### config.mk
export PLATFORM = sky130hd
export DESIGN_NAME = dac_sweep_sequencer
export DESIGN_NICKNAME = d
export VERILOG_FILES = /design/src/rtl/dac_seq_pkg.sv /design/src/rtl/tick_prescaler.sv /design/src/rtl/dac_sweep_sequencer.sv
export SDC_FILE = /design/constraint.sdc
export NUM_CORES = 1
export LEC_CHECK = 0
export ABC_AREA = 1
export ABC_CLOCK_PERIOD_IN_PS = 7150
export BUFFER_PORTS_ARGS = -buffer_cell sky130_fd_sc_hd__buf_2
export CAP_MARGIN = 20
export CORE_AREA = 2 2 141 143
export DETAILED_ROUTE_END_ITERATION = 10
export DIE_AREA = 0 0 143 145
export PLACE_DENSITY = 0.72
export SYNTH_ARGS = -nofsm -noshare
export SYNTH_HDL_FRONTEND = slang
export SYNTH_SLANG_ARGS = --single-unit
export TNS_END_PERCENT = 1
### constraint.sdc
create_clock -name clk -period 7.15 [get_ports clk]
set_input_delay 2.145 -clock clk [delete_from_list [all_inputs] [get_ports clk]]
set_output_delay 2.145 -clock clk [all_outputs]
set_load 0.03 [all_outputs]
### src/rtl/dac_seq_pkg.sv
// Shared definitions for the DAC sweep sequencer.
// Holds the scan state encoding, the park code written when a scan ends
// (mid-scale, roughly 0 V at the DAC output) and the channel select values.
package dac_seq_pkg;

    typedef enum logic [1:0] {
        IDLE = 2'd0,
        UP   = 2'd1,
        DOWN = 2'd2,
        PARK = 2'd3
    } seq_state_t;

    localparam logic [13:0] PARK_CODE = 14'h2000;

    localparam logic CH_A = 1'b0;
    localparam logic CH_B = 1'b1;

endpackage

### src/rtl/tick_prescaler.sv
// Step-rate prescaler for the sweep.
// Counts 0..div and raises tick in the cycle where count == div, then wraps,
// so a tick occurs every div+1 cycles (div = 0 gives a tick every cycle).
// While clear is high the count is held at 0 and no tick is produced.
//
// Ports:
//   clk   - system clock
//   rst   - asynchronous active-high reset
//   clear - hold the counter at zero (no ticks)
//   div   - tick period minus one, in clk cycles
//   tick  - high for one cycle per period
module tick_prescaler #(
    parameter int DIV_WIDTH = 16
) (
    input  logic                 clk,
    input  logic                 rst,
    input  logic                 clear,
    input  logic [DIV_WIDTH-1:0] div,
    output logic                 tick
);

    logic [DIV_WIDTH-1:0] count;

    assign tick = !clear && (count == div);

    always_ff @(posedge clk or posedge rst) begin
        if (rst) begin
            count <= '0;
        end else if (clear || count == div) begin
            count <= '0;
        end else begin
            count <= count + DIV_WIDTH'(1);
        end
    end

endmodule

### src/rtl/dac_sweep_sequencer.sv
// Sequencer for the shared two-channel DAC write port.
// Generates a triangular scan on channel A between a latched min and max code,
// stepping once per prescaler tick, and arbitrates the scan against direct PS
// writes so that at most one DAC write is issued per cycle. A scan ends
// (after the requested number of up/down periods, or on stop) by writing
// PARK_CODE to channel A.
//
// Ports:
//   clk, rst          - system clock, asynchronous active-high reset
//   start_i, stop_i   - single-cycle scan start / abort pulses
//   cfg_min_i/max_i   - scan lower / upper code
//   cfg_step_i        - code increment per tick
//   cfg_div_i         - tick period minus one, in clk cycles
//   cfg_cycles_i      - number of full up/down periods, 0 = continuous
//   ps_wr_i/sel_i/dat_i - PS direct write request, channel and code
//   dac_dat_o/sel_o/wrt_o - registered DAC write port
//   busy_o            - scan active (UP/DOWN/PARK)
//   done_o            - pulse when the park write issues
//   err_o             - pulse when start_i carries an invalid config
//   ps_blocked_o      - pulse when a PS write is dropped
//   state_o           - IDLE=0, UP=1, DOWN=2, PARK=3
module dac_sweep_sequencer
    import dac_seq_pkg::seq_state_t, dac_seq_pkg::IDLE, dac_seq_pkg::UP,
           dac_seq_pkg::DOWN, dac_seq_pkg::PARK, dac_seq_pkg::CH_A,
           dac_seq_pkg::CH_B;
#(
    parameter int                        DAC_DATA_WIDTH = 14,
    parameter int                        DIV_WIDTH      = 16,
    parameter logic [DAC_DATA_WIDTH-1:0] PARK_CODE      = dac_seq_pkg::PARK_CODE
) (
    input  logic                      clk,
    input  logic                      rst,
    input  logic                      start_i,
    input  logic                      stop_i,
    input  logic [DAC_DATA_WIDTH-1:0] cfg_min_i,
    input  logic [DAC_DATA_WIDTH-1:0] cfg_max_i,
    input  logic [DAC_DATA_WIDTH-1:0] cfg_step_i,
    input  logic [DIV_WIDTH-1:0]      cfg_div_i,
    input  logic [7:0]                cfg_cycles_i,
    input  logic                      ps_wr_i,
    input  logic                      ps_sel_i,
    input  logic [DAC_DATA_WIDTH-1:0] ps_dat_i,
    output logic [DAC_DATA_WIDTH-1:0] dac_dat_o,
    output logic                      dac_sel_o,
    output logic                      dac_wrt_o,
    output logic                      busy_o,
    output logic                      done_o,
    output logic                      err_o,
    output logic                      ps_blocked_o,
    output logic [1:0]                state_o
);

    localparam int W = DAC_DATA_WIDTH;

    seq_state_t     state, next_state;
    logic [W-1:0]   code, next_code;
    logic [W-1:0]   min_r, max_r, step_r;
    logic [DIV_WIDTH-1:0] div_r;
    logic [7:0]     cycles_r, cyc_cnt, next_cnt;

    logic           pend_valid;
    logic [W-1:0]   pend_code;

    logic           tick, presc_clear;
    logic           cfg_valid, start_ok, start_err, flush;
    logic           sw_req;
    logic [W-1:0]   sw_code;
    logic [W:0]     up_sum, down_limit;

    logic           ps_grant, ps_drop;
    logic           cand_valid, park_req, park_issue;
    logic [W-1:0]   cand_code;

    assign cfg_valid   = (cfg_min_i < cfg_max_i) && (cfg_step_i != '0);
    assign start_ok    = (state == IDLE) && start_i && cfg_valid;

    // One extra bit so code+step and min+step can never wrap.
    assign up_sum      = {1'b0, code} + {1'b0, step_r};
    assign down_limit  = {1'b0, min_r} + {1'b0, step_r};

    // The prescaler only runs during the ramp; it is held at zero in IDLE so
    // the first tick lands div+1 cycles after the initial min write request.
    assign presc_clear = (state != UP) && (state != DOWN);

    tick_prescaler #(
        .DIV_WIDTH (DIV_WIDTH)
    ) u_prescaler (
        .clk   (clk),
        .rst   (rst),
        .clear (presc_clear),
        .div   (div_r),
        .tick  (tick)
    );

    // Arbitration. A granted PS write always wins the port; a sweep write
    // that loses is parked in the 1-deep pending slot (a newer sweep code
    // overwrites it). The park write never goes into the pending slot: PARK
    // simply keeps requesting until the port is free and nothing is pending.
    assign ps_grant   = ps_wr_i && ((ps_sel_i == CH_B) || (state == IDLE));
    assign ps_drop    = ps_wr_i && !ps_grant;
    assign cand_valid = !flush && (sw_req || pend_valid);
    assign cand_code  = sw_req ? sw_code : pend_code;
    assign park_req   = (state == PARK) && !pend_valid;
    assign park_issue = park_req && !ps_grant;

    always_comb begin
        next_state = state;
        next_code  = code;
        next_cnt   = cyc_cnt;
        sw_req     = 1'b0;
        sw_code    = code;
        start_err  = 1'b0;
        flush      = 1'b0;

        case (state)
            IDLE: begin
                if (start_i) begin
                    if (cfg_valid) begin
                        next_state = UP;
                        next_code  = cfg_min_i;
                        next_cnt   = '0;
                        sw_req     = 1'b1;
                        sw_code    = cfg_min_i;
                    end else begin
                        start_err  = 1'b1;
                    end
                end
            end

            UP: begin
                if (stop_i) begin
                    next_state = PARK;
                    flush      = 1'b1;
                end else if (tick) begin
                    if (up_sum >= {1'b0, max_r}) begin
                        next_code  = max_r;
                        next_state = DOWN;
                    end else begin
                        next_code  = up_sum[W-1:0];
                    end
                    sw_req  = 1'b1;
                    sw_code = next_code;
                end
            end

            DOWN: begin
                if (stop_i) begin
                    next_state = PARK;
                    flush      = 1'b1;
                end else if (tick) begin
                    if ({1'b0, code} <= down_limit) begin
                        next_code = min_r;
                        next_cnt  = cyc_cnt + 8'd1;
                        if (cycles_r != 8'd0 && next_cnt == cycles_r) begin
                            next_state = PARK;
                        end else begin
                            next_state = UP;
                        end
                    end else begin
                        next_code = code - step_r;
                    end
                    sw_req  = 1'b1;
                    sw_code = next_code;
                end
            end

            PARK: begin
                if (park_issue) begin
                    next_state = IDLE;
                end
            end
        endcase
    end

    always_ff @(posedge clk or posedge rst) begin
        if (rst) begin
            state        <= IDLE;
            code         <= '0;
            cyc_cnt      <= '0;
            min_r        <= '0;
            max_r        <= '0;
            step_r       <= '0;
            div_r        <= '0;
            cycles_r     <= '0;
            pend_valid   <= 1'b0;
            pend_code    <= '0;
            dac_dat_o    <= PARK_CODE;
            dac_sel_o    <= CH_A;
            dac_wrt_o    <= 1'b0;
            done_o       <= 1'b0;
            err_o        <= 1'b0;
            ps_blocked_o <= 1'b0;
        end else begin
            state        <= next_state;
            code         <= next_code;
            cyc_cnt      <= next_cnt;
            done_o       <= park_issue;
            err_o        <= start_err;
            ps_blocked_o <= ps_drop;
            dac_wrt_o    <= 1'b0;

            if (start_ok) begin
                min_r    <= cfg_min_i;
                max_r    <= cfg_max_i;
                step_r   <= cfg_step_i;
                div_r    <= cfg_div_i;
                cycles_r <= cfg_cycles_i;
            end

            if (ps_grant) begin
                dac_dat_o  <= ps_dat_i;
                dac_sel_o  <= ps_sel_i;
                dac_wrt_o  <= 1'b1;
                pend_valid <= cand_valid;
                if (cand_valid) begin
                    pend_code <= cand_code;
                end
            end else if (cand_valid) begin
                dac_dat_o  <= cand_code;
                dac_sel_o  <= CH_A;
                dac_wrt_o  <= 1'b1;
                pend_valid <= 1'b0;
            end else begin
                pend_valid <= 1'b0;
                if (park_req) begin
                    dac_dat_o <= PARK_CODE;
                    dac_sel_o <= CH_A;
                    dac_wrt_o <= 1'b1;
                end
            end
        end
    end

    assign busy_o  = (state != IDLE);
    assign state_o = state;

endmodule

### Word-level counts from Yosys, hierarchy flattened

Index checks and enable logic that the tools add are counted.

| operators by class | value |
|---|---|
| add/subtract/negate cells | 5 |
| multiply operators | 0 |
| div/mod/pow operators | 0 |
| order comparisons | 3 |
| equal/unequal tests | 17 |
| shift operators | 0 |
| multiplexer cells | 48 |
| bitwise gates (word level) | 0 |
| reduce and logical (&&, ||, !) cells | 28 |

Operators by type and width:

| operator | count |
|---|---|
| $mux W14 | 12 |
| $pmux W14 S3 | 1 |
| $mux W8 | 5 |
| $add A14 B14 Y15 | 2 |
| $mux W2 | 10 |
| $add A16 B1 Y16 const B | 1 |
| $eq A16 B16 Y1 | 1 |
| $mux W1 | 16 |
| $mux W16 | 1 |
| $pmux W8 S2 | 1 |
| $ge A15 B14 Y1 | 1 |
| $le A14 B15 Y1 | 1 |
| $lt A14 B14 Y1 | 1 |
| $ne A2 B2 Y1 const B | 7 |
| $reduce_bool A14 Y1 | 1 |
| $sub A14 B14 Y14 | 1 |
| $ne A3 B3 Y1 const B | 4 |
| $logic_and A1 B1 Y1 | 11 |
| $add A8 B1 Y8 const B | 1 |
| $eq A8 B8 Y1 | 1 |
| $pmux W2 S4 | 1 |
| $reduce_bool A8 Y1 | 1 |
| $reduce_and A7 Y1 | 1 |
| $reduce_and A6 Y1 | 1 |
| 11 further kinds | 18 |

| storage, ports and cells | value |
|---|---|
| register bits after elaboration | 140 |
| latch bits | 0 |
| bits in writable memories | 0 |
| bits in read-only memories | 0 |
| input port bits | 86 |
| output and inout port bits | 22 |
| logic and storage cells | 118 |
| memories kept | 0 |

### Logic depth before layout (Yosys ltp)

Gate-level depths: netlist (run 1).

| logic depth | value |
|---|---|
| word-level depth | 11 |
| mapped depth | 32 |
| gate-level depth less buffers | 32 |

### By module

A second synthesis (run 1) with hierarchy kept.

| second synthesis, totals | value |
|---|---|
| cells, all modules | 1451 |
| area, all modules | 10338.7 µm² |

Modules (own cells, without submodules):

| module | times used | cells each | area an instance (µm²) | sequential area each (µm²) |
|---|---|---|---|---|
| dac_sweep_sequencer | 1 | 1270 | 9162.5 | 3104.2 |
| tick_prescaler | 1 | 181 | 1176.1 | 400.4 |

### Worst setup path before layout (run 1)

OpenSTA, ideal clock, no wires.

| timing path | value |
|---|---|
| path kind | input to register |
| from | input cfg_max_i[13] |
| to | register dac_dat_o[8] |
| setup time | 70 ps |
| arrival | 3978 ps |
| data required time | 7080 ps |
| path slack | 3103 ps |
| stages on the path | 16 |
| buffers on the path | 1 |
| cells stage by stage | inv_1 -> ha_1 -> nand2_1 -> inv_1 -> nand3_1 -> inv_1 -> a21oi_1 -> nand3_1 -> nor2_1 -> inv_2 -> a21oi_4 -> o22ai_4 -> nor2_4 -> buf_6 -> nand3_1 -> nand3_1 |

| between the ends | value |
|---|---|
| longest elaborated chain between the ends | 9 |
| elaborated cells between the ends (all ways) | 14 |
| classes of those cells | order compare: 1; mux: 9; reduce/logical: 4 |

RTL lines:

| what | RTL line | source |
|---|---|---|
| start: declaration | dac_sweep_sequencer.sv:36 | `input logic [DAC_DATA_WIDTH-1:0] cfg_max_i,` |
| $lt A14 B14 Y1 (*) | dac_sweep_sequencer.sv:74 | `assign cfg_valid = (cfg_min_i < cfg_max_i) && (cfg_step_i != '0);` |
| $logic_and A1 B1 Y1 (*) | dac_sweep_sequencer.sv:74 |  |
| $mux W1 | dac_sweep_sequencer.sv:118 | `if (cfg_valid) begin` |
| $mux W1 | dac_sweep_sequencer.sv:117 | `if (start_i) begin` |
| $pmux W1 S2 | dac_sweep_sequencer.sv:115 | `case (state)` |
| $logic_or A1 B1 Y1 | dac_sweep_sequencer.sv:101 | `assign cand_valid = !flush && (sw_req \|\| pend_valid);` |
| $logic_and A1 B1 Y1 | dac_sweep_sequencer.sv:101 |  |
| $mux W14 | dac_sweep_sequencer.sv:218 | `end else if (cand_valid) begin` |
| $mux W14 | dac_sweep_sequencer.sv:210 | `if (ps_grant) begin` |
| end signal: assignment | dac_sweep_sequencer.sv:211 | `dac_dat_o <= ps_dat_i;` |
| end signal: assignment | dac_sweep_sequencer.sv:219 | `dac_dat_o <= cand_code;` |
| end: declaration | dac_sweep_sequencer.sv:43 | `output logic [DAC_DATA_WIDTH-1:0] dac_dat_o,` |

Mark *: on every way between the ends. The rest lies on a longest branch, timed or not.
A chain may end at the register's enable or synchronous reset.

### Final worst setup path (run 1)

| timing path | value |
|---|---|
| from | register step_r[2] |
| to | register dac_dat_o[7] |

| between the ends | value |
|---|---|
| longest elaborated chain between the ends | 9 |
| elaborated cells between the ends (all ways) | 15 |
| classes of those cells | add/sub: 3; order compare: 2; mux: 10 |

RTL lines:

| what | RTL line | source |
|---|---|---|
| start: declaration | dac_sweep_sequencer.sv:57 | `logic [W-1:0] min_r, max_r, step_r;` |
| start signal: assignment | dac_sweep_sequencer.sv:205 | `step_r <= cfg_step_i;` |
| $add A14 B14 Y15 (on tied branches) | dac_sweep_sequencer.sv:79, dac_sweep_sequencer.sv:78 |  |
| $le A14 B15 Y1 / $ge A15 B14 Y1 (equally long branches) | dac_sweep_sequencer.sv:151, dac_sweep_sequencer.sv:135 |  |
| $mux W14 (on tied branches) | dac_sweep_sequencer.sv:151, dac_sweep_sequencer.sv:135 |  |
| $mux W14 (on tied branches) (2 in a row) | - |  |
| $pmux W14 S3 (*) | - |  |
| $mux W14 (*) | dac_sweep_sequencer.sv:102 | `assign cand_code = sw_req ? sw_code : pend_code;` |
| $mux W14 (*) | dac_sweep_sequencer.sv:218 |  |
| $mux W14 (*) | dac_sweep_sequencer.sv:210 |  |

Marked as above.

==> results.txt, run 1 <==
----------------------------------------------------
[CTS]
  CTS tree ... built
  Clock latency on the worst-skew pair ... 0.44 ns
  TritonCTS Sinks ... 140
  Setup bufs post-CTS ... 0
  Clk Tree Root Cell ... sky130_fd_sc_hd__clkbuf_16
  Clock input transition at the sequential cells of the worst setup and hold paths ... 0.07 ns
  Clock buffer depth ... 2
  CTS H-Tree Depth ... 4
  Hold buffer count at cts ... 0
  Number of buffers created by CTS ... 17
  Post-CTS sizing ... 0

[Placed design]
  Pre-CTS setup slack ... 1.91 ns
  HPWL after detailed placement ... 21,800 um
  Number of cells after detailed placement ... 1,713
  Port Buf Inserts ... 107
  Last weighted congestion value of the routability-driven placer ... 0.970

[Synthesis]
  Number of enable flip-flop cells after synthesis ... 0
  Top-area cell type share of the netlist area ... 34.7%
  Flip-flop cell with the highest count after synthesis ... sky130_fd_sc_hd__dfrtp_1
  Yosys reg bits ... 140
  Part of the Yosys area used for sequential elements ... 35.0%
  Post-synth top area cell ... sky130_fd_sc_hd__dfrtp_1
  Post-Syn Area ... 0.0100 mm^2
  Number of cells produced by synthesis ... 1,380
  Cell types occupying the most area after synthesis ... sky130_fd_sc_hd__dfrtp_1 35%, sky130_fd_sc_hd__nand2_1 14%, sky130_fd_sc_hd__ha_1 11%, sky130_fd_sc_hd__nand3_1 7.3%, sky130_fd_sc_hd__inv_1 6.9%
  Count of different cell masters after synthesis ... 46
  Syn_nets ... 1,558
  Async SR Flop Fraction ... 100%
  Warnings from Yosys ... 0
  Mean instance size in the synthesized netlist ... 7.26 um^2

[Timing]
  Shortest clock period the worst path allows after layout ... 5.18 ns
  Setup_tns ... 0 ns
  Worst-case clock skew ... 0.0149 ns
  Worst slew pin tran ... 1.07 ns
  Final clock period utilization by the worst path ... 72.4%
  Final count of negative-setup-slack endpoints ... 0
  Rel. slew slack ... 28.4%
  Max Freq ... 0.193 GHz
  Number of slew-limit violations in the final report ... 0
  Setup repair after global routing missed its margin ... no
  Smallest setup slack after layout ... 1.97 ns
  Final hold violation count ... 0

[Die]
  Starting Density ... 52.2%
  Count of pins on the block boundary ... 108
  Width of the die ... 143 um
  Area enclosed by the die boundary ... 0.0207 mm^2
  Die boundary height ... 145 um
  Core box area ... 0.0192 mm^2
  Site Rows ... 51

[Global route]
  Wire length of the first global-routing pass ... 46,600 um
  GRT Residual Overflow ... 0
  Largest net degree at the start of global routing ... 119
  Number of global-route vias before repair ... 9,117
  Initial antenna violation count ... 0
  GRT Overall Usage ... 28.5%

[Worst setup path]
  Max FO, Critical Path ... 19
  Nature of the critical path endpoint ... flop
  Maximum cell stage delay along the critical path ... 0.64 ns
  Cell occurring most often along the worst timing path ... sky130_fd_sc_hd__nand2_1
  Worst setup SP type ... flop
  Path type of the worst setup path ... flop to flop
  Critical path required time ... 7.47 ns
  Critical path arrival ... 5.49 ns
  Cell with the largest stage delay on the worst path ... sky130_fd_sc_hd__nor2_1

[Min path]
  Worst hold path type ... flop to flop

[Routing]
  Final wirelength ... 28,400 um
  Average wire per cell in the routed design ... 16.3 um
  Drt via density ... 5.40
  Drt pass-1 iters ... 7
  Number of DRC markers in iteration 0 ... 674
  Antenna-violating nets left ... 0
  Total DRC errors in the routed layout ... 0
  Total number of vias ... 9,437

[Run status]
  Run status ... finished clean

[Flow run]
  Total of max-cap violations ... 0

[Layout]
  Number of nets in the layout ... 1,646
  Final Instance Count excl. Fillers ... 1,746
  Most frequent cells in the layout ... 376 x sky130_fd_sc_hd__nand2_1, 182 x sky130_fd_sc_hd__inv_1, 146 x sky130_fd_sc_hd__nand3_1, 139 x sky130_fd_sc_hd__dfrtp_1, 107 x sky130_fd_sc_hd__buf_2
  Fraction of final layout cells with drive strength greater than 1 ... 11.5%
  Area added between synthesis and finish ... 12.7%
  Most frequent standard cell in the layout excluding fill and tap cells ... sky130_fd_sc_hd__nand2_1
  Count of antenna diodes in the layout ... 0

[Power and ir drop]
  Cell Pwr Density ... 538 mW/mm^2
  Static Leakage ... 6.05 nW
  Maximum vdd ir drop ... 0.267 mV
  Post-layout power ... 0.00608 W

----------------------------------------------------
final timing paths:
check                             startpoint           end  slack, ns  cells past startpoint
worst max register to register     step_r[2]  dac_dat_o[7]       1.97                     28
min in group asynchronous                rst     dac_wrt_o       1.88                      2
worst min-delay path            pend_code[7]  pend_code[7]       0.49                      2
worst max-delay path               step_r[2]  dac_dat_o[7]       1.97                     28
max in group asynchronous                rst      max_r[8]       4.04                      3
worst min register to register  pend_code[7]  pend_code[7]       0.49                      2
routing by layer:
metal  vias up  global-route usage (%)  share of wire (%)
li1       4664                       -                  -
met1      4410                    38.6                 44
met2       295                    45.2                 46
met3        68                    4.88                5.5
met4         0                    11.9                4.3
met5         -                       0                  0
worst max-delay path: cells and delay by family, from the launching register on:
kind | cells | cell delay [ns]
AND/OR/NAND/NOR | 19 | 2.72
flip-flops | 1 | 0.40
buffers and inverters | 4 | 0.41
adder cells (fa/ha/maj) | 2 | 0.75
AO/OA/AOI/OAI | 3 | 0.76
synthesized netlist by cell type (5+ instances only):
cell	instances
sky130_fd_sc_hd__buf_2	9
sky130_fd_sc_hd__xnor2_1	13
sky130_fd_sc_hd__a31oi_1	5
sky130_fd_sc_hd__dfrtp_1	139
sky130_fd_sc_hd__nand2_1	376
sky130_fd_sc_hd__inv_2	6
sky130_fd_sc_hd__a21o_1	5
sky130_fd_sc_hd__o21bai_1	8
sky130_fd_sc_hd__nor2_1	71
sky130_fd_sc_hd__nand4_1	15
sky130_fd_sc_hd__nor3b_1	9
sky130_fd_sc_hd__inv_1	183
sky130_fd_sc_hd__nor4_1	7
sky130_fd_sc_hd__o21ai_0	100
sky130_fd_sc_hd__nor3_1	19
sky130_fd_sc_hd__a21oi_1	66
sky130_fd_sc_hd__buf_6	5
sky130_fd_sc_hd__clkbuf_1	18
sky130_fd_sc_hd__nand3_1	146
sky130_fd_sc_hd__ha_1	89
sky130_fd_sc_hd__or2_2	5
sky130_fd_sc_hd__o21ai_1	10
sky130_fd_sc_hd__xor2_1	31
power breakdown:
part | switching [W] | internal (W) | leakage [nW]
clock network | 0.000401 | 0.000503 | 0.286
registers | 0.000275 | 0.00111 | 1.77
logic | 0.00252 | 0.00127 | 3.99
metrics by stage:
step	utilization, %	hold WS [ns]	area [um^2]
final	58.8	0.486	11300
after global routing	58.8	0.500	11300
after CTS	58.8	0.486	11300
after detailed placement	55.7	0.467	10700
after global placement	55.7	0.461	10700
after floorplan	-	0.442	10000
flip-flops by register name, indices dropped and copies added, names as in the netlist, 2 cells and up:
name	count
cyc_cnt	8
u_prescaler.count	16
code	14
step_r	14
min_r	14
pend_code	14
state_o	2
max_r	14
div_r	16
dac_dat_o	14
cycles_r	8
cells by family after synthesis:
kind of cell	after synthesis	share of synthesized area (%)
adders and majority gates	92	11.7
and+or+nand+nor	664	28.7
xor gates and xnor gates	44	3.84
buffers and inverters	233	9.35
DFF	140	35.0
AOI/OAI and AO/OA	207	11.5
layout make-up:
cell class	instances	area, um^2
Inverter	192	726
Timing Repair Buffer	110	558
Clock buffer	18	439
Fill cell	1799	7910
Tap cell	265	332
Multi-Input combinational cell	1007	5590
Sequential cell	140	3500
Clock inverter	14	148
No activity file was read; power rests on OpenSTA's default activity.
==> run 2, diff against run 1 <==
Settings changed: ABC_CLOCK_PERIOD_IN_PS 7150 to 4800.
Clock period 7.15 ns to 4.8 ns, I/O delays scaled along.
==> run 2 against run 1 <==
  * Non-clock buffer count rose by 11
  * Critical path depth rose by 4
  * Clock power rose by 47%
  * Sequential share of layout area down 0.34 points
  * Cell count rose by 0.63%
  * Combinational power grew 52%
  * Routed wire length grew 0.97%
  * Global-route usage about the same
  * Sequential cell count unchanged
==> results.txt, run 2 (synthesis results as in run 1) <==
----------------------------------------------------
[Run status]
  Run status ... finished clean

[Routing]
  Average wire per cell in the routed design ... 16.3 um (+0.34%)
  Number of DRC markers in iteration 0 ... 730 (+8.3%)
  Final wirelength ... 28,700 um (+0.97%)
  Drt via density ... 5.36 (-0.83%)
  Total number of vias ... 9,418 (-0.20%)
  Drt pass-1 iters ... 7 (unchanged)
  Total DRC errors in the routed layout ... 0 (unchanged)
  Antenna-violating nets left ... 0 (unchanged)

[Timing]
  Worst slew pin tran ... 0.726 ns (-0.348 ns)
  Final Hold Slack ... 0.482 ns (-0.00407 ns)
  Final count of negative-setup-slack endpoints ... 0 (unchanged)
  Smallest setup slack after layout ... 0.372 ns (-1.60 ns)
  Number of slew-limit violations in the final report ... 0 (unchanged)
  Max Freq ... 0.226 GHz (+17%)
  Worst-case clock skew ... 0.0163 ns (+0.00144 ns)
  Setup_tns ... 0 ns (unchanged)
  Final hold violation count ... 0 (unchanged)
  Setup repair after global routing missed its margin ... no
  Shortest clock period the worst path allows after layout ... 4.43 ns (-0.749 ns)
  Final clock period utilization by the worst path ... 92.3% (+20 points)
  Rel. slew slack ... 51.6% (+23 points)

[Global route]
  GRT Residual Overflow ... 0 (unchanged)
  Number of global-route vias before repair ... 9,193 (+0.83%)
  GRT Overall Usage ... 28.5% (about the same)
  Wire length of the first global-routing pass ... 46,500 um (-0.27%)
  Initial antenna violation count ... 0 (unchanged)
  Largest net degree at the start of global routing ... 120 (+0.84%)

[Worst setup path]
  Maximum cell stage delay along the critical path ... 0.42 ns (-0.22 ns)
  Critical path required time ... 5.12 ns (-2.35 ns)
  Critical path arrival ... 4.74 ns (-0.75 ns)
  Worst setup SP type ... flop
  Nature of the critical path endpoint ... flop
  Max FO, Critical Path ... 18 (-1)
  Crit Reg-Reg Endpoint ... dac_dat_o[3]
  Endpoint of the worst setup timing path ... dac_dat_o[3]
  R2r setup slk ... 0.37 ns (-1.60 ns)
  R2R Path Start ... step_r[2]
  Reg2Reg Depth ... 32 (+14%)
  Cell occurring most often along the worst timing path ... sky130_fd_sc_hd__nand2_1
  Cell with the largest stage delay on the worst path ... sky130_fd_sc_hd__dfrtp_1
  Startpoint of the worst setup timing path ... step_r[2]
  Path type of the worst setup path ... flop to flop

[Layout]
  Area added between synthesis and finish ... 14.0%
  Number of nets in the layout ... 1,657 (+0.67%)
  Fillers ... 1,825 (+1.4%)
  Most frequent cells in the layout ... 376 x sky130_fd_sc_hd__nand2_1, 181 x sky130_fd_sc_hd__inv_1, 146 x sky130_fd_sc_hd__nand3_1, 139 x sky130_fd_sc_hd__dfrtp_1, 107 x sky130_fd_sc_hd__buf_2
  Most frequent standard cell in the layout excluding fill and tap cells ... sky130_fd_sc_hd__nand2_1
  Area occupied by registers ... 0.00350 mm^2 (unchanged)
  Largest registers ranked by flip-flop count ... div_r: 16 flops, u_prescaler.count: 16 flops
  Count of antenna diodes in the layout ... 0 (unchanged)
  Area taken by multi-input logic gates ... 0.00559 mm^2 (unchanged)
  Final Instance Count excl. Fillers ... 1,757 (+0.63%)
  Fraction of final layout cells with drive strength greater than 1 ... 12.3% (+0.72 points)

[CTS]
  Hold buffer count at cts ... 0 (unchanged)
  Clock buffer depth ... 2 (unchanged)
  CTS tree ... built
  Number of buffers created by CTS ... 17 (unchanged)
  Clk Tree Root Cell ... sky130_fd_sc_hd__clkbuf_16
  CTS H-Tree Depth ... 4 (unchanged)
  Clock latency on the worst-skew pair ... 0.43 ns (about the same)
  Clock input transition at the sequential cells of the worst setup and hold paths ... 0.07 ns (about the same)
  TritonCTS Sinks ... 140 (unchanged)

[Die]
  Area enclosed by the die boundary ... 0.0207 mm^2 (unchanged)
  Count of pins on the block boundary ... 108 (unchanged)
  Core box area ... 0.0192 mm^2 (unchanged)
  Starting Density ... 52.2% (unchanged)
  Die boundary height ... 145 um (unchanged)
  Width of the die ... 143 um (unchanged)
  Site Rows ... 51 (unchanged)

[Placed design]
  Pre-CTS setup slack ... 0.271 ns (-1.64 ns)
  HPWL after detailed placement ... 22,400 um (+2.9%)
  Last weighted congestion value of the routability-driven placer ... 0.965 (-0.52%)
  Port Buf Inserts ... 107 (unchanged)
  Number of cells after detailed placement ... 1,723 (+0.58%)

[Min path]
  Worst hold path type ... flop to flop
  Hold Path Stages ... 2 (unchanged)

[Flow run]
  Total of max-cap violations ... 0 (unchanged)

[Power and ir drop]
  Static Leakage ... 6.11 nW (+0.98%)
  Maximum vdd ir drop ... 0.354 mV (+32%)
  Cell Pwr Density ... 801 mW/mm^2 (+49%)

----------------------------------------------------
## run 2: changes by cell type in the layout (fill, tap and decap cells not counted), moves of 2 or more
cell                       before  now
sky130_fd_sc_hd__inv_6          6    4
sky130_fd_sc_hd__clkinv_8       0    4
sky130_fd_sc_hd__buf_12         0    3
sky130_fd_sc_hd__buf_4          3   11
## run 2: area by class of cell
type / count / share of cell area, %
inverter: 192 / 6.34
clock buffer: 17 / 3.72
tap: 265 / 2.90
timing repair buffer: 121 / 5.94
multi-input combinational: 1007 / 48.9
sequential: 140 / 30.7
clock inverter: 15 / 1.48
## run 2: metrics by stage
step                utilization [%]  area (um^2)  total power, W
floorplan                         -        10000         0.00623
global placement               56.3        10800         0.00757
detailed placement             56.3        10800         0.00768
CTS                            59.4        11400         0.00905
global route                   59.5        11400         0.00999
finish                         59.5        11400         0.00915
## run 2: routing by layer
metal	part of all wire (%)	track usage [%]	routed length [um]	vias up
met3	5.2	4.69	1500	64
met1	43	37.1	12400	4372
met4	4.5	12.2	1290	0
met2	47	46.7	13500	283
li1	-	-	-	4699
met5	0	0	0	-
## run 2: power by group
| group | switching [W] | internal [W] |
|---|---|---|
| logic | 0.00378 | 0.00198 |
| registers | 0.000409 | 0.00165 |
| clock network | 0.000632 | 0.000702 |
| total | 0.00482 | 0.00433 |
## run 2: how the worst min path moves through the flow
stage                        end  slack, ns          from
finish              pend_code[8]       0.48  pend_code[8]
global route        pend_code[2]       0.52  pend_code[2]
CTS                 pend_code[8]       0.48  pend_code[8]
detailed placement  pend_code[8]       0.46  pend_code[8]
global placement    pend_code[2]       0.46  pend_code[2]
floorplan           pend_code[2]       0.44  pend_code[2]
## run 2: timing repair
action / CTS / global route
resized for setup: 0 / 2
setup buffers: 0 / 2
setup endpoints to repair: 0 / 27
## run 2: worst max-delay path: cells and delay by family, from the launching register on
kind                     cells  cell delay (ns)
AND/OR/NAND/NOR             23             2.32
AO/OA/AOI/OAI                5             0.70
adder cells (fa/ha/maj)      2             0.60
flip-flops                   1             0.42
buffers and inverters        2             0.26
==> run 3, diff against run 2 <==
Settings changed: CELL_PAD_IN_SITES_DETAIL_PLACEMENT set to 0, CELL_PAD_IN_SITES_GLOBAL_PLACEMENT set to 2, CORE_AREA 2 2 141 143 to 2 2 178 180, DIE_AREA 0 0 143 145 to 0 0 180 182, PLACE_DENSITY 0.72 to not set, PLACE_DENSITY_LB_ADDON set to 0.1, SYNTH_HIERARCHICAL set to 1.
==> run 3 against run 2 <==
  * Count of clock-buffer cells in the layout up 3
  * Register-to-register slack worse by 0.02 ns
  * Non-clock buffer count up 26
  * Sequential power about the same
==> results.txt, run 3 <==
----------------------------------------------------
[Synthesis]
  Number of cells produced by synthesis ... 1,451 (+5.1%)
  Yosys reg bits ... 140 (unchanged)
  Part of the Yosys area used for sequential elements ... 33.9% (-1.1 points)
  Warnings from Yosys ... 6 (+6)
  Top cells by count, synth ... 457 x sky130_fd_sc_hd__nand2_1, 186 x sky130_fd_sc_hd__inv_1, 139 x sky130_fd_sc_hd__dfrtp_1
  Mean instance size in the synthesized netlist ... 7.13 um^2 (-1.9%)
  Flip-flop cell with the highest count after synthesis ... sky130_fd_sc_hd__dfrtp_1
  Number of enable flip-flop cells after synthesis ... 0 (unchanged)
  Cell types occupying the most area after synthesis ... sky130_fd_sc_hd__dfrtp_1 34%, sky130_fd_sc_hd__nand2_1 17%, sky130_fd_sc_hd__ha_1 11%, sky130_fd_sc_hd__inv_1 6.8%, sky130_fd_sc_hd__nand3_1 5.0%
  Most common cell in the netlist ... sky130_fd_sc_hd__nand2_1
  Async SR Flop Fraction ... 100% (unchanged)
  Top-area cell type share of the netlist area ... 33.6% (-1.1 points)
  Count of different cell masters after synthesis ... 55 (+20%)
  Post-Syn Area ... 0.0103 mm^2 (+3.1%)
  Post-synth top area cell ... sky130_fd_sc_hd__dfrtp_1
  Syn_nets ... 1,629 (+4.6%)

[Timing]
  Rel. slew slack ... 38.0% (-14 points)
  Worst slew pin tran ... 0.931 ns (+0.205 ns)
  Setup_tns ... 0 ns (unchanged)
  Setup repair after global routing missed its margin ... no
  Final count of negative-setup-slack endpoints ... 0 (unchanged)
  Final clock period utilization by the worst path ... 92.6% (+0.39 points)
  Final Hold Slack ... 0.476 ns (-0.00543 ns)
  Worst-case clock skew ... 0.0154 ns (-0.000922 ns)
  Number of slew-limit violations in the final report ... 0 (unchanged)
  Shortest clock period the worst path allows after layout ... 4.45 ns (+0.0187 ns)
  Max Freq ... 0.225 GHz (-0.42%)
  Smallest setup slack after layout ... 0.353 ns (-0.0187 ns)
  Final hold violation count ... 0 (unchanged)

[Routing]
  Total number of vias ... 9,675 (+2.7%)
  Antenna-violating nets left ... 0 (unchanged)
  Final wirelength ... 36,800 um (+28%)
  Average wire per cell in the routed design ... 18.5 um (+13%)
  Number of DRC markers in iteration 0 ... 619 (-15%)
  Total DRC errors in the routed layout ... 0 (unchanged)
  Drt via density ... 4.86 (-9.4%)
  Drt pass-1 iters ... 5 (-2)

[Placed design]
  Last weighted congestion value of the routability-driven placer ... 0.897 (-7.0%)
  HPWL after detailed placement ... 29,100 um (+30%)
  Number of cells after detailed placement ... 1,958 (+14%)
  Port Buf Inserts ... 107 (unchanged)
  Pre-CTS setup slack ... -0.0212 ns (-0.292 ns)

[Worst setup path]
  Cell with the largest stage delay on the worst path ... sky130_fd_sc_hd__dfrtp_1
  Critical path required time ... 5.12 ns (about the same)
  Startpoint of the worst setup timing path ... step_r[2]
  Critical path arrival ... 4.77 ns (+0.03 ns)
  Maximum cell stage delay along the critical path ... 0.42 ns (about the same)
  Reg2Reg Depth ... 28 (-13%)
  Max FO, Critical Path ... 18 (unchanged)
  Path type of the worst setup path ... flop to flop
  R2r setup slk ... 0.35 ns (-0.02 ns)
  Endpoint of the worst setup timing path ... dac_dat_o[2]
  Nature of the critical path endpoint ... flop
  Worst setup SP type ... flop
  Crit Reg-Reg Endpoint ... dac_dat_o[2]
  R2R Path Start ... step_r[2]

[CTS]
  Clock input transition at the sequential cells of the worst setup and hold paths ... 0.06 ns (about the same)
  Clock buffer depth ... 2 (unchanged)
  Clock latency on the worst-skew pair ... 0.44 ns (about the same)
  Hold buffer count at cts ... 0 (unchanged)
  Number of buffers created by CTS ... 17 (unchanged)
  TritonCTS Sinks ... 140 (unchanged)
  CTS tree ... built
  CTS H-Tree Depth ... 4 (unchanged)
  Clk Tree Root Cell ... sky130_fd_sc_hd__clkbuf_16

[Layout]
  Largest registers ranked by flip-flop count ... div_r: 16 flops, u_prescaler/count: 16 flops
  Final Instance Count excl. Fillers ... 1,992 (+13%)
  Fillers ... 3,368 (+85%)
  Area added between synthesis and finish ... 17.2%
  Most frequent standard cell in the layout excluding fill and tap cells ... sky130_fd_sc_hd__nand2_1
  Most frequent cells in the layout ... 457 x sky130_fd_sc_hd__nand2_1, 185 x sky130_fd_sc_hd__inv_1, 139 x sky130_fd_sc_hd__dfrtp_1, 107 x sky130_fd_sc_hd__buf_2, 102 x sky130_fd_sc_hd__nand3_1
  Final Util ... 39.1% (-20 points)
  Number of nets in the layout ... 1,755 (+5.9%)
  Fraction of final layout cells with drive strength greater than 1 ... 14.7% (+2.5 points)
  Count of antenna diodes in the layout ... 0 (unchanged)

[Die]
  Starting Density ... 33.4% (-19 points)
  Count of pins on the block boundary ... 108 (unchanged)
  Core box area ... 0.0310 mm^2 (+61%)
  Site Rows ... 65 (+27%)
  Die boundary height ... 182 um (+26%)
  Width of the die ... 180 um (+26%)
  Area enclosed by the die boundary ... 0.0328 mm^2 (+58%)

[Global route]
  Number of global-route vias before repair ... 9,501 (+3.4%)
  Largest net degree at the start of global routing ... 92 (-23%)
  GRT Residual Overflow ... 0 (unchanged)
  Wire length of the first global-routing pass ... 57,400 um (+23%)
  GRT Overall Usage ... 23.0% (-5.5 points)
  Initial antenna violation count ... 0 (unchanged)

[Min path]
  Worst hold path type ... flop to flop

[Power and ir drop]
  Cell Pwr Density ... 863 mW/mm^2 (+7.8%)
  Static Leakage ... 6.39 nW (+4.7%)
  Maximum vdd ir drop ... 0.304 mV (-14%)

[Flow run]
  Total of max-cap violations ... 0 (unchanged)

[Run status]
  Run status ... finished clean

----------------------------------------------------
run 3: cell types whose count changed after synthesis, sizes merged, moves of 5 or more:
cell / delta
nand2: +83
nand3: -41
nor2: +30
o21ai: -18
xor2: +11
nor3b: -9
o31ai: +7
inv: +6
a21oi: +5
o21a: +5
xnor2: -5
run 3: logic make-up after synthesis:
kind of cell / count (synthesis) / share of synthesized area (%)
adder cells (fa/ha/maj): 92 / 11.4
buffers and inverters: 238 / 9.34
XOR/XNOR: 50 / 4.24
flip-flops: 140 / 33.9
AND/OR/NAND/NOR: 722 / 29.7
AO/OA/AOI/OAI: 209 / 11.5
run 3: power breakdown:
part	switching [W]	total (W)	internal (W)
clock network	0.000589	0.00143	0.000839
logic	0.00456	0.00695	0.00239
registers	0.000414	0.00208	0.00167
run 3: area by class of cell:
class / instances / area (um^2) / area share [%]
clock buffers: 20 / 447 / 3.69
clock inverters: 12 / 163 / 1.34
inverters: 198 / 749 / 6.18
multi-input cells: 1073 / 5910 / 48.7
flip-flops and latches: 140 / 3500 / 28.9
well taps: 402 / 503 / 4.15
repair buffers: 147 / 848 / 7.00
run 3: worst min path at each step:
| stage | start | end | slack (ns) | cells after the start |
|---|---|---|---|---|
| finish | pend_valid | done_o | 0.48 | 1 |
| global route | pend_code[1] | pend_code[1] | 0.50 | 2 |
| CTS | pend_valid | done_o | 0.47 | 1 |
| detailed placement | pend_code[2] | pend_code[2] | 0.46 | 2 |
| global placement | pend_code[8] | pend_code[8] | 0.45 | 2 |
| floorplan | pend_code[1] | pend_code[1] | 0.44 | 2 |
run 3: worst max-delay path, delay by kind of cell, from the launching register on:
kind                       cells  cell delay [ns]
and+or+nand+nor               17             1.98
AOI/OAI and AO/OA              7             1.00
adders and majority gates      2             0.61
DFF                            1             0.42
buffers and inverters          2             0.30
run 3: through the flow:
| step | power, W | cell area (um^2) |
|---|---|---|
| 2_1_floorplan | 0.00674 | 10300 |
| 3_3_place_gp | 0.00893 | 11500 |
| 3_5_place_dp | 0.00889 | 11500 |
| 4_1_cts | 0.0104 | 12100 |
| 5_1_grt | 0.0115 | 12100 |
| 6_report | 0.0105 | 12100 |
run 3: per-layer routing:
layer | wire length [um] | vias to the layer above | GRT usage (%) | share of wire [%]
li1 | - | 4905 | - | -
met1 | 18400 | 4515 | 33.3 | 50
met2 | 16100 | 228 | 35.5 | 44
met3 | 1910 | 27 | 4.61 | 5.2
met4 | 417 | 0 | 4.42 | 1.1
met5 | 0 | - | 0 | 0
run 3: repair_timing:
action | CTS | global route
endpoints found under the setup margin | 1 | 35
resized for setup | 1 | 7
pin swaps | 0 | 1
hold endpoints to repair | 0 | 0
gates cloned | 0 | 0
setup buffers | 0 | 2
